==> config.mk <==
export PLATFORM = sky130hd
export DESIGN_NAME = pipelined_addsub
export DESIGN_NICKNAME = d
export VERILOG_FILES = /design/src/rtl/pipelined_addsub.sv
export SDC_FILE = /design/constraint.sdc
export NUM_CORES = 1
export LEC_CHECK = 0
export CAP_MARGIN = 20
export CORE_ASPECT_RATIO = 0.75
export CORE_MARGIN = 3
export CORE_UTILIZATION = 54
export DETAILED_ROUTE_END_ITERATION = 12
export GPL_ROUTABILITY_DRIVEN = 0
export GPL_TIMING_DRIVEN = 0
export PLACE_DENSITY = 0.8
export REMOVE_ABC_BUFFERS = 1
export SETUP_SLACK_MARGIN = 0.5
export SLEW_MARGIN = 10
export SYNTH_ARGS = -nofsm -noshare
export SYNTH_HDL_FRONTEND = slang
export SYNTH_SLANG_ARGS = --single-unit
==> constraint.sdc <==
create_clock -name clk -period 4.47 [get_ports clk]
set_input_delay 0.6705 -clock clk [delete_from_list [all_inputs] [get_ports clk]]
set_output_delay 0.6705 -clock clk [all_outputs]
set_load 0.05 [all_outputs]
==> src/rtl/pipelined_addsub.sv <==
// Pipelined carry-lookahead adder/subtractor with valid/ready handshake on both sides.
// WIDTH bits are split into STAGES slices of 4-bit CLA groups; inter-slice carries are registered.
module pipelined_addsub #(
  parameter int unsigned WIDTH  = 32,
  parameter int unsigned STAGES = 2
) (
  input  logic             clk,
  input  logic             rst_n,
  input  logic             in_valid,
  output logic             in_ready,
  input  logic [WIDTH-1:0] a,
  input  logic [WIDTH-1:0] b,
  input  logic [1:0]       op,
  input  logic             carry_in,
  output logic             out_valid,
  input  logic             out_ready,
  output logic [WIDTH-1:0] sum,
  output logic             cout,
  output logic             ovf,
  output logic             zero,
  output logic             neg
);

  localparam int SW     = int'(WIDTH / STAGES);
  localparam int Groups = SW / 4;

  if ((STAGES < 1) || (WIDTH % (4 * STAGES) != 0)) begin : g_bad_params
    $error("pipelined_addsub: WIDTH must be a non-zero multiple of 4*STAGES");
  end

  // Returns {group carry-out, 4-bit sum}.
  function automatic logic [4:0] cla4(input logic [3:0] x, input logic [3:0] y, input logic ci);
    logic [3:0] g, p;
    logic [4:0] c;
    g    = x & y;
    p    = x ^ y;
    c[0] = ci;
    c[1] = g[0] | (p[0] & ci);
    c[2] = g[1] | (p[1] & g[0]) | (p[1] & p[0] & ci);
    c[3] = g[2] | (p[2] & g[1]) | (p[2] & p[1] & g[0]) | (p[2] & p[1] & p[0] & ci);
    c[4] = g[3] | (p[3] & g[2]) | (p[3] & p[2] & g[1]) | (p[3] & p[2] & p[1] & g[0])
         | (p[3] & p[2] & p[1] & p[0] & ci);
    return {c[4], p ^ c[3:0]};
  endfunction

  // Groups ripple group-to-group; returns {slice carry-out, slice sum}.
  function automatic logic [SW:0] slice_add(input logic [SW-1:0] x, input logic [SW-1:0] y,
                                            input logic ci);
    logic [SW-1:0] s;
    logic          c;
    logic [4:0]    r;
    s = '0;
    c = ci;
    for (int i = 0; i < Groups; i++) begin
      r          = cla4(x[4*i +: 4], y[4*i +: 4], c);
      s[4*i +: 4] = r[3:0];
      c          = r[4];
    end
    return {c, s};
  endfunction

  logic [WIDTH-1:0]  b_cond;
  logic              c0;
  logic [STAGES-1:0] slice_v;
  logic [STAGES:0]   take;

  assign b_cond = op[0] ? ~b : b;
  assign c0     = op[1] ? carry_in : op[0];

  always_comb begin
    take[STAGES] = !out_valid || out_ready;
    for (int k = int'(STAGES) - 1; k >= 0; k--) begin
      take[k] = !slice_v[k] || take[k+1];
    end
  end

  assign in_ready = take[0];

  // Slice register k: x_q holds finished sum bits below slice k and raw A above,
  // y_q holds the still-unprocessed conditioned B bits, c_q the carry into slice k.
  for (genvar k = 0; k < int'(STAGES); k++) begin : g_slice
    localparam int YW = int'(WIDTH) - k * SW;

    logic [WIDTH-1:0] x_d, x_q;
    logic [YW-1:0]    y_d, y_q;
    logic             c_d, c_q, v_d, v_q;
    logic [SW:0]      res;

    if (k == 0) begin : g_head
      assign x_d = a;
      assign y_d = b_cond;
      assign c_d = c0;
      assign v_d = in_valid;
    end else begin : g_body
      always_comb begin
        x_d = g_slice[k-1].x_q;
        x_d[(k-1)*SW +: SW] = g_slice[k-1].res[SW-1:0];
      end
      assign y_d = g_slice[k-1].y_q[YW+SW-1:SW];
      assign c_d = g_slice[k-1].res[SW];
      assign v_d = g_slice[k-1].v_q;
    end

    always_ff @(posedge clk or negedge rst_n) begin
      if (!rst_n) begin
        v_q <= 1'b0;
        x_q <= '0;
        y_q <= '0;
        c_q <= 1'b0;
      end else if (take[k]) begin
        v_q <= v_d;
        if (v_d) begin
          x_q <= x_d;
          y_q <= y_d;
          c_q <= c_d;
        end
      end
    end

    assign res        = slice_add(x_q[k*SW +: SW], y_q[SW-1:0], c_q);
    assign slice_v[k] = v_q;
  end

  logic [WIDTH-1:0] fin_sum;
  logic             fin_cout, fin_ovf;

  // Carry into the MSB is recovered from sum ^ a ^ b' at the top bit.
  always_comb begin
    fin_sum = g_slice[STAGES-1].x_q;
    fin_sum[(STAGES-1)*SW +: SW] = g_slice[STAGES-1].res[SW-1:0];
    fin_cout = g_slice[STAGES-1].res[SW];
    fin_ovf  = fin_sum[WIDTH-1] ^ g_slice[STAGES-1].x_q[WIDTH-1]
             ^ g_slice[STAGES-1].y_q[SW-1] ^ fin_cout;
  end

  always_ff @(posedge clk or negedge rst_n) begin
    if (!rst_n) begin
      out_valid <= 1'b0;
      sum       <= '0;
      cout      <= 1'b0;
      ovf       <= 1'b0;
      zero      <= 1'b0;
      neg       <= 1'b0;
    end else if (take[STAGES]) begin
      out_valid <= slice_v[STAGES-1];
      if (slice_v[STAGES-1]) begin
        sum  <= fin_sum;
        cout <= fin_cout;
        ovf  <= fin_ovf;
        zero <= (fin_sum == '0);
        neg  <= fin_sum[WIDTH-1];
      end
    end
  end

endmodule

# Word-level counts from Yosys, hierarchy flattened
# Cells that the tools add are included.
# op_classes
n_mux	2
bitwise	236
reduce_logical	10
# ops
cell	n
$and 1x1->1	128
$or 1x1->1	80
$xor 4x4->4	16
$and 4x4->4	8
$logic_not 32->1	1
$mux 32	1
$not 32->32	1
$reduce_and 2->1	3
$logic_not 1->1	3
$logic_or 1x1->1	3
$xor 1x1->1	3
$mux 1	1
# totals
reg_bits	153
output_inout_bits	38
word_cells	262

# Depth between registers and ports, before layout
# logic_depth
ltp_word	16
ltp_mapped	14

# Least setup slack after synthesis
# No wires, ideal clock.
# synth_path
kind	flip-flop to flip-flop
startpoint	register g_slice[1].x_q[21]
endpoint	register zero
setup_time_ps	67
arrival_ps	3312
required_ps	4403
setup_slack_ps	1091
stages_incl_launch_ff	15
n_path_buf	0
period_less_slack_ps	3379
cell_sequence	dfrtp_1 -> ha_1 -> a21oi_2 -> nor2_1 -> a211oi_2 -> a21o_2 -> nand2_1 -> or2_2 -> a21o_1 -> fa_1 -> nor4b_1 -> nand4_1 -> or4_1 -> nor3_1 -> a22o_1
# synth_via
word_cells_on_any_way	41
classes_between	40 x bitwise; 1 x reduce/logical
# synth_rtl
element	line_no	rtl
from (decl)	84	logic [WIDTH-1:0] x_d, x_q;
from (signal assigned)	107	x_q <= '0;
from (signal assigned)	113	x_q <= x_d;
$and 4x4->4 or $xor 4x4->4 (tied branches)	35, 36	
$and 1x1->1 (on tied branches)	41, 42	
$or 1x1->1 (tied with other cells)	41	c[4] = g[3] | (p[3] & g[2]) | (p[3] & p[2] & g[1]) | (p[3] & p[2] & p[1] & g[0])
$or 1x1->1 or $and 1x1->1 (tied branches)	41, 42	
$or 1x1->1 (*)	42	| (p[3] & p[2] & p[1] & p[0] & ci);
$and 1x1->1 (*)	42	
$or 1x1->1 (*)	42	
$xor 4x4->4 (*)	43	return {c[4], p ^ c[3:0]};
named net fin_sum[28]	124	logic [WIDTH-1:0] fin_sum;
$logic_not 32->1 (*)	150	zero <= (fin_sum == '0);
to (signal assigned)	150	
to (decl)	20	output logic zero,
# Mark *: on every way through the listed nets, which the timed path passes. The rest lies on a longest branch.
# A chain may end at the register's enable or synchronous reset.

# Final worst setup path
# Ends and elaborated chain as after synthesis.

==> summary.md <==
| Metric | Value |
|---|---|
| Number of remaining DRC errors | `0` |
| Area Overhead vs Synth | `27.2%` |
| GRT Overall Usage | `21.0%` |
| Synthesized netlist cell count | `602` |
| First-pass GRT wire length | `24.8 mm` |
| CTS buffer count | `17` |
| Fin worst setup slack | `745 ps` |
| # resized after CTS | `0` |
| N_diodes | `0` |
| Final Cell Area | `9150 sq um` |
| EDFF count, synth | `0` |
| Setup Viol. Count Final | `0` |
| Non-Filler Instances | `886` |
| Worst reg2reg endpoint | `zero` |
| Worst-Margin Slew | `656 ps` |
| Count leader, synth | `dfrtp_1` |
| Synth top area share | `52.9%` |
| Initial antenna violation count | `0` |
| DR iter-0 viols | `221` |
| Final hold viol count | `0` |
| H-tree depth reported by CTS | `4` |
| Clk_lat worst skew | `410 ps` |
| Fmax | `268 MHz` |
| Setup TNS | `0 ps` |
| Maximum VDD drop | `0.557 mV` |
| WP data arrival | `4070 ps` |
| Vias after detailed routing | `4748` |
| CTS tree | `done` |
| Via/cell ratio | `5.36` |
| RSZ-0062 raised after global routing | `false` |
| Crit end category | `flip-flop` |
| Post-DP HPWL | `10.3 mm` |
| Post-Route Skew | `10.8 ps` |
| R2r worst-path depth | `14` |
| Top post-synthesis cells by count | `dfrtp_1 (152), mux2_2 (87), nand2_1 (71)` |
| Pin count of the biggest net entering global routing | `83` |
| Starting Density | `56.8%` |
| Dpl cells | `855` |
| CTS Buffer Depth | `2` |
| Gr ovfl total | `0` |
| Vias in the first global route | `5021` |
| Worst setup path end | `zero` |
| IO Count | `109` |
| CTS Sinks | `152` |
| Fillers | `861` |
| Port-buffer cells | `108` |
| Final WL | `14.7 mm` |
| Setup CP Type | `reg2reg` |
| Post-layout util | `72.3%` |
| Hold-fix buffers, CTS | `0` |
| Most used DFF post-synth | `dfrtp_1` |
| Clk slew on worst S/H paths | `60 ps` |
| Dominant cell type by area after synthesis | `dfrtp_1` |
| Routed Antenna Nets | `0` |
| Critical Path RT | `4810 ps` |
| Flops & latches, synth | `152` |
| Layout net count | `819` |
| Height of the die | `106 um` |
| Seq/Total Area, Yosys | `52.9%` |
| 1st-pass router iterations | `4` |
| Hold_ws | `202 ps` |
| Syn Area/Cell | `11.9 sq um` |
| Worst r2r src | `g_slice[1].x_q[21]` |
| Pleak | `3.98 nW` |
| Reg2reg setup slack | `750 ps` |
| Period minus WS final | `3720 ps` |
| FP Rows | `35` |
| Post CTS Setup Buffer Count | `0` |
| DP Worst Slack | `578 ps` |
| Final period utilization | `83.3%` |
| Layout cells sized above 1 | `19.4%` |
| Die span in x | `139 um` |
| Worst min path class | `in2async` |
| Synth Warn # | `0` |
| Power per standard cell area | `656 nW/um^2` |
| Final Max Slew Viols | `0` |
| CTS root buf | `clkbuf_16` |
| Placed Area | `8510 sq um` |
| Async S/R FF share, synth | `100%` |
| WL/cell | `16.6 um` |
| Setup crit start kind | `flip-flop` |
| Rel. slew slack | `56.1%` |
| Synth unique cells | `47` |
| Max cap viols | `0` |
| CP Max Fanout | `3` |
| Total die area | `14800 sq um` |
| Core region area | `12700 sq um` |
| Cell Area, Synth | `7190 sq um` |
| Dominant cells by area after synthesis | `dfrtp_1 (53%), mux2_2 (14%), ha_1 (5.6%)` |
| Pwr Total | `6.00 mW` |
| Status | `completed` |
| Crit path from | `g_slice[1].x_q[21]` |
==> layout make-up <==
cell class              count  area [sq um]  area share [%]
multi-input cells         412          3280            35.8
inverters                  12          45.0           0.492
well taps                 166           208            2.27
repair buffers            113          1200            13.2
clock buffers              19           433            4.73
clock inverters            12           176            1.93
flip-flops and latches    152          3800            41.6
==> worst min path at each step <==
stage	to	cells past startpoint	startpoint
CTS	sum[23]	1	rst_n
global route	sum[23]	1	rst_n
global placement	ovf	2	ovf
finish	g_slice[0].y_q[23]	1	rst_n
floorplan	cout	0	rst_n
detailed placement	g_slice[0].y_q[25]	2	g_slice[0].y_q[25]
==> per-layer routing <==
layer	vias up	global-route usage, %	wire length, um
met3	14	4.72	703
met2	105	34.5	7180
met5	-	0	0
li1	2306	-	-
met4	0	5.87	137
met1	2323	28.3	6700
==> state kept, by name, indices dropped and copies added (netlist names) <==
name and count:
g_slice.c_q 2, ovf 1, sum 31, cout 1, g_slice.v_q 2, g_slice.x_q 64, neg 1, zero 1
g_slice.y_q 48, out_valid 1
==> power by group <==
group	internal, mW	switching, mW	leakage (nW)
clock network	0.931	0.551	0.281
logic	1.03	1.42	1.88
registers	1.78	0.288	1.82
total	3.74	2.26	3.98
==> worst max-delay path: stages, from the launching register on <==
cell      delay, ps
dfrtp_1         380
ha_1            360
a21oi_2         160
nor2_1           60
a211oi_2        270
a21o_2          190
nand2_1          70
or2_2           300
a21o_1          200
fa_1            500
nor4b_2         230
nand4_1         130
or4_4           550
nor3_2          130
a22o_1          140
==> cell families (layout without fill, tap and decap cells) <==
kind of cell / Yosys count / in the layout / share of synthesized area, %
adders and majority gates: 40 / 40 / 7.80
buffers and inverters: 38 / 156 / 2.04
xor gates and xnor gates: 56 / 56 / 6.82
muxes: 88 / 88 / 13.8
DFF: 152 / 152 / 52.9
AOI/OAI and AO/OA: 105 / 105 / 9.19
and+or+nand+nor: 123 / 123 / 7.50
==> placed cells by master, fill, tap and decap left out, types with 5 or more instances in the layout <==
cell	n
xnor2_1	44
nor2_1	17
fa_1	8
dfrtp_1	152
ha_1	31
a21o_1	11
clkbuf_16	17
a21oi_1	9
nor3_1	7
o21ai_0	54
nand2_1	68
clkdlybuf4s50_1	106
mux2_2	87
clkinvlp_4	5
xor2_1	12
nand3_1	6
inv_1	12
Power figures use the tool's default switching activity.
==> variant 1 (config.mk and constraints unchanged) <==
Register the output `ovf` once more, without a reset; this adds one clock of latency there. The other outputs are not delayed to match.
--- a/src/rtl/pipelined_addsub.sv
+++ b/src/rtl/pipelined_addsub.sv
@@ -25,2 +25,4 @@
   localparam int Groups = SW / 4;
+
+  logic ovf_s0;
 
@@ -140,3 +142,3 @@
       cout      <= 1'b0;
-      ovf       <= 1'b0;
+      ovf_s0    <= 1'b0;
       zero      <= 1'b0;
@@ -148,3 +150,3 @@
         cout <= fin_cout;
-        ovf  <= fin_ovf;
+        ovf_s0 <= fin_ovf;
         zero <= (fin_sum == '0);
@@ -155,2 +157,6 @@
 
+  always_ff @(posedge clk) begin
+    ovf <= ovf_s0;
+  end
+
 endmodule
Behaviour: not the same (a bounded check fails within 4 cycles, from zero or initial values and one cycle with rst_n low).
==> variant 1 against the unedited design <==
  * Non-clock buffer count rose by 1
  * First-iteration DRC count rose by 56%
  * Critical endpoint unchanged
  * Sequential cell count rose by 1
  * Total power barely moved
  * Wire length rose by 13%
  * Setup slack got worse by 0.049 ns
  * Design area rose by 2.9%
  * Synthesized area rose by 4.4%
  * Synthesized cell count rose by 13%
==> variant 1: results (changes against the unedited design) <==
| Metric | Value |
|---|---|
| Result of the run | `complete, no violations` |
| Critical path fanouts, max | `7 (+4)` |
| Tightest hold margin | `0.2087 ns (+0.006779 ns)` |
| Crit-path max cell delay | `0.53 ns (-0.02 ns)` |
| Worst slack at placement | `0.5987 ns (+0.02064 ns)` |
| Cell family with the largest share of critical-path delay | `compound AO/OA/AOI/OAI gates` |
| Final Routed Wirelength | `16.57 mm (+13%)` |
| Mapped Cells | `679 (+13%)` |
| Layout cell share with drive strength beyond 1 | `16.10% (-3.3 points)` |
| Initial drt markers | `344 (+56%)` |
| Detailed route wirelength on metal2 | `7.996 mm (+11%)` |
| Final Worst Setup Slack | `0.6958 ns (-0.04919 ns)` |
| Largest net degree at the start of global routing | `79 (-4.8%)` |
| Largest registers ranked by flip-flop count | `g_slice.x_q (64), g_slice.y_q (48), sum (32)` |
| Post-synthesis xor/xnor area fraction | `6.181% (-0.64 points)` |
| Post-synthesis sequential area ratio | `50.92% (-2.0 points)` |
| Count of cell types in the netlist | `62 (+32%)` |
| Post-placement cell count | `930 (+8.8%)` |
| Peak supply drop | `0.4380 mV (-21%)` |
| Lkg Pwr | `4.129 nW (+3.8%)` |
| Cell at the slowest stage of the critical path | `sky130_fd_sc_hd__fa_1` |
| Nets@finish | `889 (+8.5%)` |
| List of most frequent post-synthesis cells | `152 x sky130_fd_sc_hd__dfrtp_1, 126 x sky130_fd_sc_hd__nand2_1, 66 x sky130_fd_sc_hd__o21ai_0` |
| Arrival time at the worst endpoint | `4.09 ns (+0.02 ns)` |
| Fraction of synthesized area in multiplexers | `10.41% (-3.4 points)` |
| Detailed-route wire length on metal 1 | `7.460 mm (+11%)` |
| Worst r2r path cells | `12 (-2)` |
| Drt pass-1 iters | `5 (+1)` |
| Final instance count without filler cells | `960 (+8.4%)` |
| Detailed Place HPWL | `11.54 mm (+12%)` |
| Met3 capacity usage during global routing | `5.526% (+0.80 points)` |
| Worst slew margin relative to its limit | `51.30% (-4.8 points)` |
| Share of the synthesized area in compound gates (AO/OA/AOI/OAI) | `10.81% (+1.6 points)` |
| Via Count | `5330 (+12%)` |
| Wire length of the first global-routing pass | `27.30 mm (+10%)` |
| GR Layer Usage met2 | `36.87% (+2.4 points)` |
| Share of flip-flops with an asynchronous set or reset | `99.35% (-0.65 points)` |
| Total routing resource utilization after global routing | `22.76% (+1.8 points)` |
| DR WL met3 | `892 um (+27%)` |
| Placement Cell Area | `8810 um2 (+3.5%)` |
| Number of global-route vias before repair | `5536 (+10%)` |
| Top Metal Used | `met4` |
| Met1 routing resource usage after global routing | `30.82% (+2.5 points)` |
| Adder-Cell Fraction of Synth Area | `7.464% (-0.33 points)` |
==> variant 1: changes by cell type in the layout (fill, tap and decap cells not counted), sizes merged, moves of 4 or more <==
cell	unedited run	this run
clkbuf	19	24
mux2	87	65
mux2i	1	5
nand2	71	126
nand2b	4	9
nor2	17	13
o211ai	0	4
o21ai	57	67
or4	1	5
==> variant 1: logic make-up (layout without fill, tap and decap cells) <==
kind of cell,count (synthesis),after routing
simple gates,194,194
flops,153,153
compound gates,124,124
mux,70,70
xor+xnor,53,53
buf+inv,45,155
fa+ha+maj,40,40
==> variant 1: layout make-up <==
class                           count  area [um2]
Clock buffer                       24       521.8
Multi-Input combinational cell    481        3542
Tap cell                          171       214.0
Inverter                           11       41.29
Sequential cell                   153        3824
Timing Repair Buffer              114        1207
Fill cell                         946        3875
Clock inverter                      6       62.56
==> variant 1: report_power, final <==
| group | switching, mW | internal (mW) |
|---|---|---|
| clock network | 0.550 | 0.862 |
| registers | 0.291 | 1.79 |
| logic | 1.50 | 1.02 |
==> variant 2 (same settings) <==
Made on the original files. `STAGES`: 2 -> 4.
--- a/src/rtl/pipelined_addsub.sv
+++ b/src/rtl/pipelined_addsub.sv
@@ -4,3 +4,3 @@
   parameter int unsigned WIDTH  = 32,
-  parameter int unsigned STAGES = 2
+  parameter int unsigned STAGES = 4
 ) (
Behaviour: not the same (a bounded check fails within 4 cycles, from zero or initial values and one cycle with rst_n low).
==> variant 2 against the unedited design <==
  * Synthesized cell count up 44%
  * Total power up 49%
  * Sequential cell count up 100
  * Largest cell class unchanged
  * Final cell count up 39%
  * Setup slack better by 0.50 ns
  * Highest routed layer unchanged
  * Wire length up 35%
  * Critical path type unchanged
  * Synthesized area up 50%
  * Die area up 48%
  * Design area up 42%
==> variant 2: results (changes against the unedited design) <==
| Metric | Value |
|---|---|
| Average cell area after synthesis | `12.50 um2 (+4.7%)` |
| Arrival time at the worst endpoint | `3.66 ns (-0.41 ns)` |
| Largest net degree at the start of global routing | `109 (+31%)` |
| Count of cell types in the netlist | `49 (+4.3%)` |
| Inserted Clock Buffers | `24 (+7)` |
| CTS HTree Levels | `1 (-3)` |
| Worst slack at placement | `1.247 ns (+0.6687 ns)` |
| Lkg Pwr | `5.658 nW (+42%)` |
| Skew final | `0.01342 ns (+0.002609 ns)` |
| Result of the run | `complete, no violations` |
| Post-synthesis sequential area ratio | `58.37% (+5.5 points)` |
| Nets@finish | `1076 (+31%)` |
| Synth area leaders | `sky130_fd_sc_hd__dfrtp_1 58%, sky130_fd_sc_hd__mux2_2 11%, sky130_fd_sc_hd__mux2_1 4.6%` |
| Largest buffer count on any clock path | `3 (+1)` |
| Initial drt markers | `310 (+40%)` |
| Final Routed Wirelength | `19.92 mm (+35%)` |
| Detailed Place HPWL | `13.82 mm (+34%)` |
| Wire length of the first global-routing pass | `33.76 mm (+36%)` |
| Number of antenna violations at the first check in global routing | `0 (unchanged)` |
| List of most frequent post-synthesis cells | `252 x sky130_fd_sc_hd__dfrtp_1, 118 x sky130_fd_sc_hd__nand2_1, 110 x sky130_fd_sc_hd__mux2_2` |
| Clock latency reported for the late side of the worst-skew pair | `0.51 ns (+0.10 ns)` |
| Post-placement cell count | `1192 (+39%)` |
| Final instance count without filler cells | `1234 (+39%)` |
| Root Driver | `sky130_fd_sc_hd__clkbuf_16` |
| Peak supply drop | `0.3570 mV (-36%)` |
| Number of global-route vias before repair | `6635 (+32%)` |
| Number of inserted filler cells in the final layout | `1500 (+74%)` |
| Largest registers ranked by flip-flop count | `g_slice.x_q (128), g_slice.y_q (80), sum (32)` |
| Yosys synthesis warning count | `0 (unchanged)` |
| Layout cell share with drive strength beyond 1 | `17.02% (-2.4 points)` |
==> variant 2: cell count changes in the layout (fill, tap and decap cells not counted), sizes merged, moves of 22 or more <==
cell,unedited run,this run
dfrtp,152,252
mux2,87,154
nand2,71,119
a21oi,12,43
nor2,17,40
o21ai,57,35
==> variant 2: routing by layer <==
metal / vias to the layer above / part of all wire [%] / GRT usage [%]
met5: - / 0 / 0
met3: 34 / 4.4 / 3.440
met4: 0 / 2.0 / 4.615
met2: 124 / 47 / 31.46
li1: 3146 / - / -
met1: 3228 / 47 / 26.78
==> variant 2: cell families (layout without fill, tap and decap cells) <==
group / count (synthesis) / count (layout) / share of synthesized area [%]
AO/OA/AOI/OAI: 104 / 104 / 5.640
XOR/XNOR: 52 / 52 / 4.215
adder cells (fa/ha/maj): 40 / 40 / 5.188
buffers and inverters: 54 / 171 / 2.119
flip-flops: 252 / 252 / 58.37
multiplexers: 155 / 155 / 16.14
AND/OR/NAND/NOR: 207 / 207 / 8.327
==> variant 2: power by group <==
group	total, mW	internal, mW	switching [mW]	leakage, nW
Clock	2.03	1.22	0.809	0.390
Combinational	3.30	1.51	1.79	2.33
Sequential	3.61	3.10	0.514	2.94
Total	8.94	5.83	3.11	5.66
==> variant 2: per-stage QoR <==
stage	TNS [ns]	cell area (um2)	power, mW	hold slack, ns
2_1_floorplan	0	10620	5.911	0.3749
3_3_place_gp	-1966.97	12020	6.806	0.4557
3_5_place_dp	0	12230	6.969	0.4623
4_1_cts	0	13030	9.045	0.06187
5_1_grt	0	13030	9.556	0.06977
6_report	0	13030	8.938	0.05756
==> variant 2: worst max-delay path, cell delays in order (launching register included) <==
cell and delay (ns):
sky130_fd_sc_hd__dfrtp_1 0.42, sky130_fd_sc_hd__ha_1 0.31, sky130_fd_sc_hd__a21o_1 0.22, sky130_fd_sc_hd__a211oi_2 0.30
sky130_fd_sc_hd__or2b_1 0.28, sky130_fd_sc_hd__fa_1 0.50, sky130_fd_sc_hd__nor4_1 0.20, sky130_fd_sc_hd__nand4_1 0.14
sky130_fd_sc_hd__a2111oi_0 0.56, sky130_fd_sc_hd__a32o_1 0.24
==> variant 2: worst paths after layout <==
check | start | end | slack [ns] | cells past startpoint
hold / removal | rst_n | g_slice[0].y_q[27] | 0.06 | 1
max in group asynchronous | rst_n | g_slice[0].x_q[4] | 3.57 | 2
hold reg to reg | sum[27] | sum[27] | 0.47 | 2
min in group clk | sum[27] | sum[27] | 0.47 | 2
setup / recovery | g_slice[3].x_q[24] | zero | 1.25 | 9
setup reg to reg | g_slice[3].x_q[24] | zero | 1.25 | 9
==> variant 2: area by class of cell <==
class	instances	share of cell area, %
flip-flops and latches	252	48.41
multi-input cells	558	32.91
repair buffers	116	9.778
clock buffers	38	5.561
well taps	253	2.430
clock inverters	4	0.5379
inverters	13	0.3746
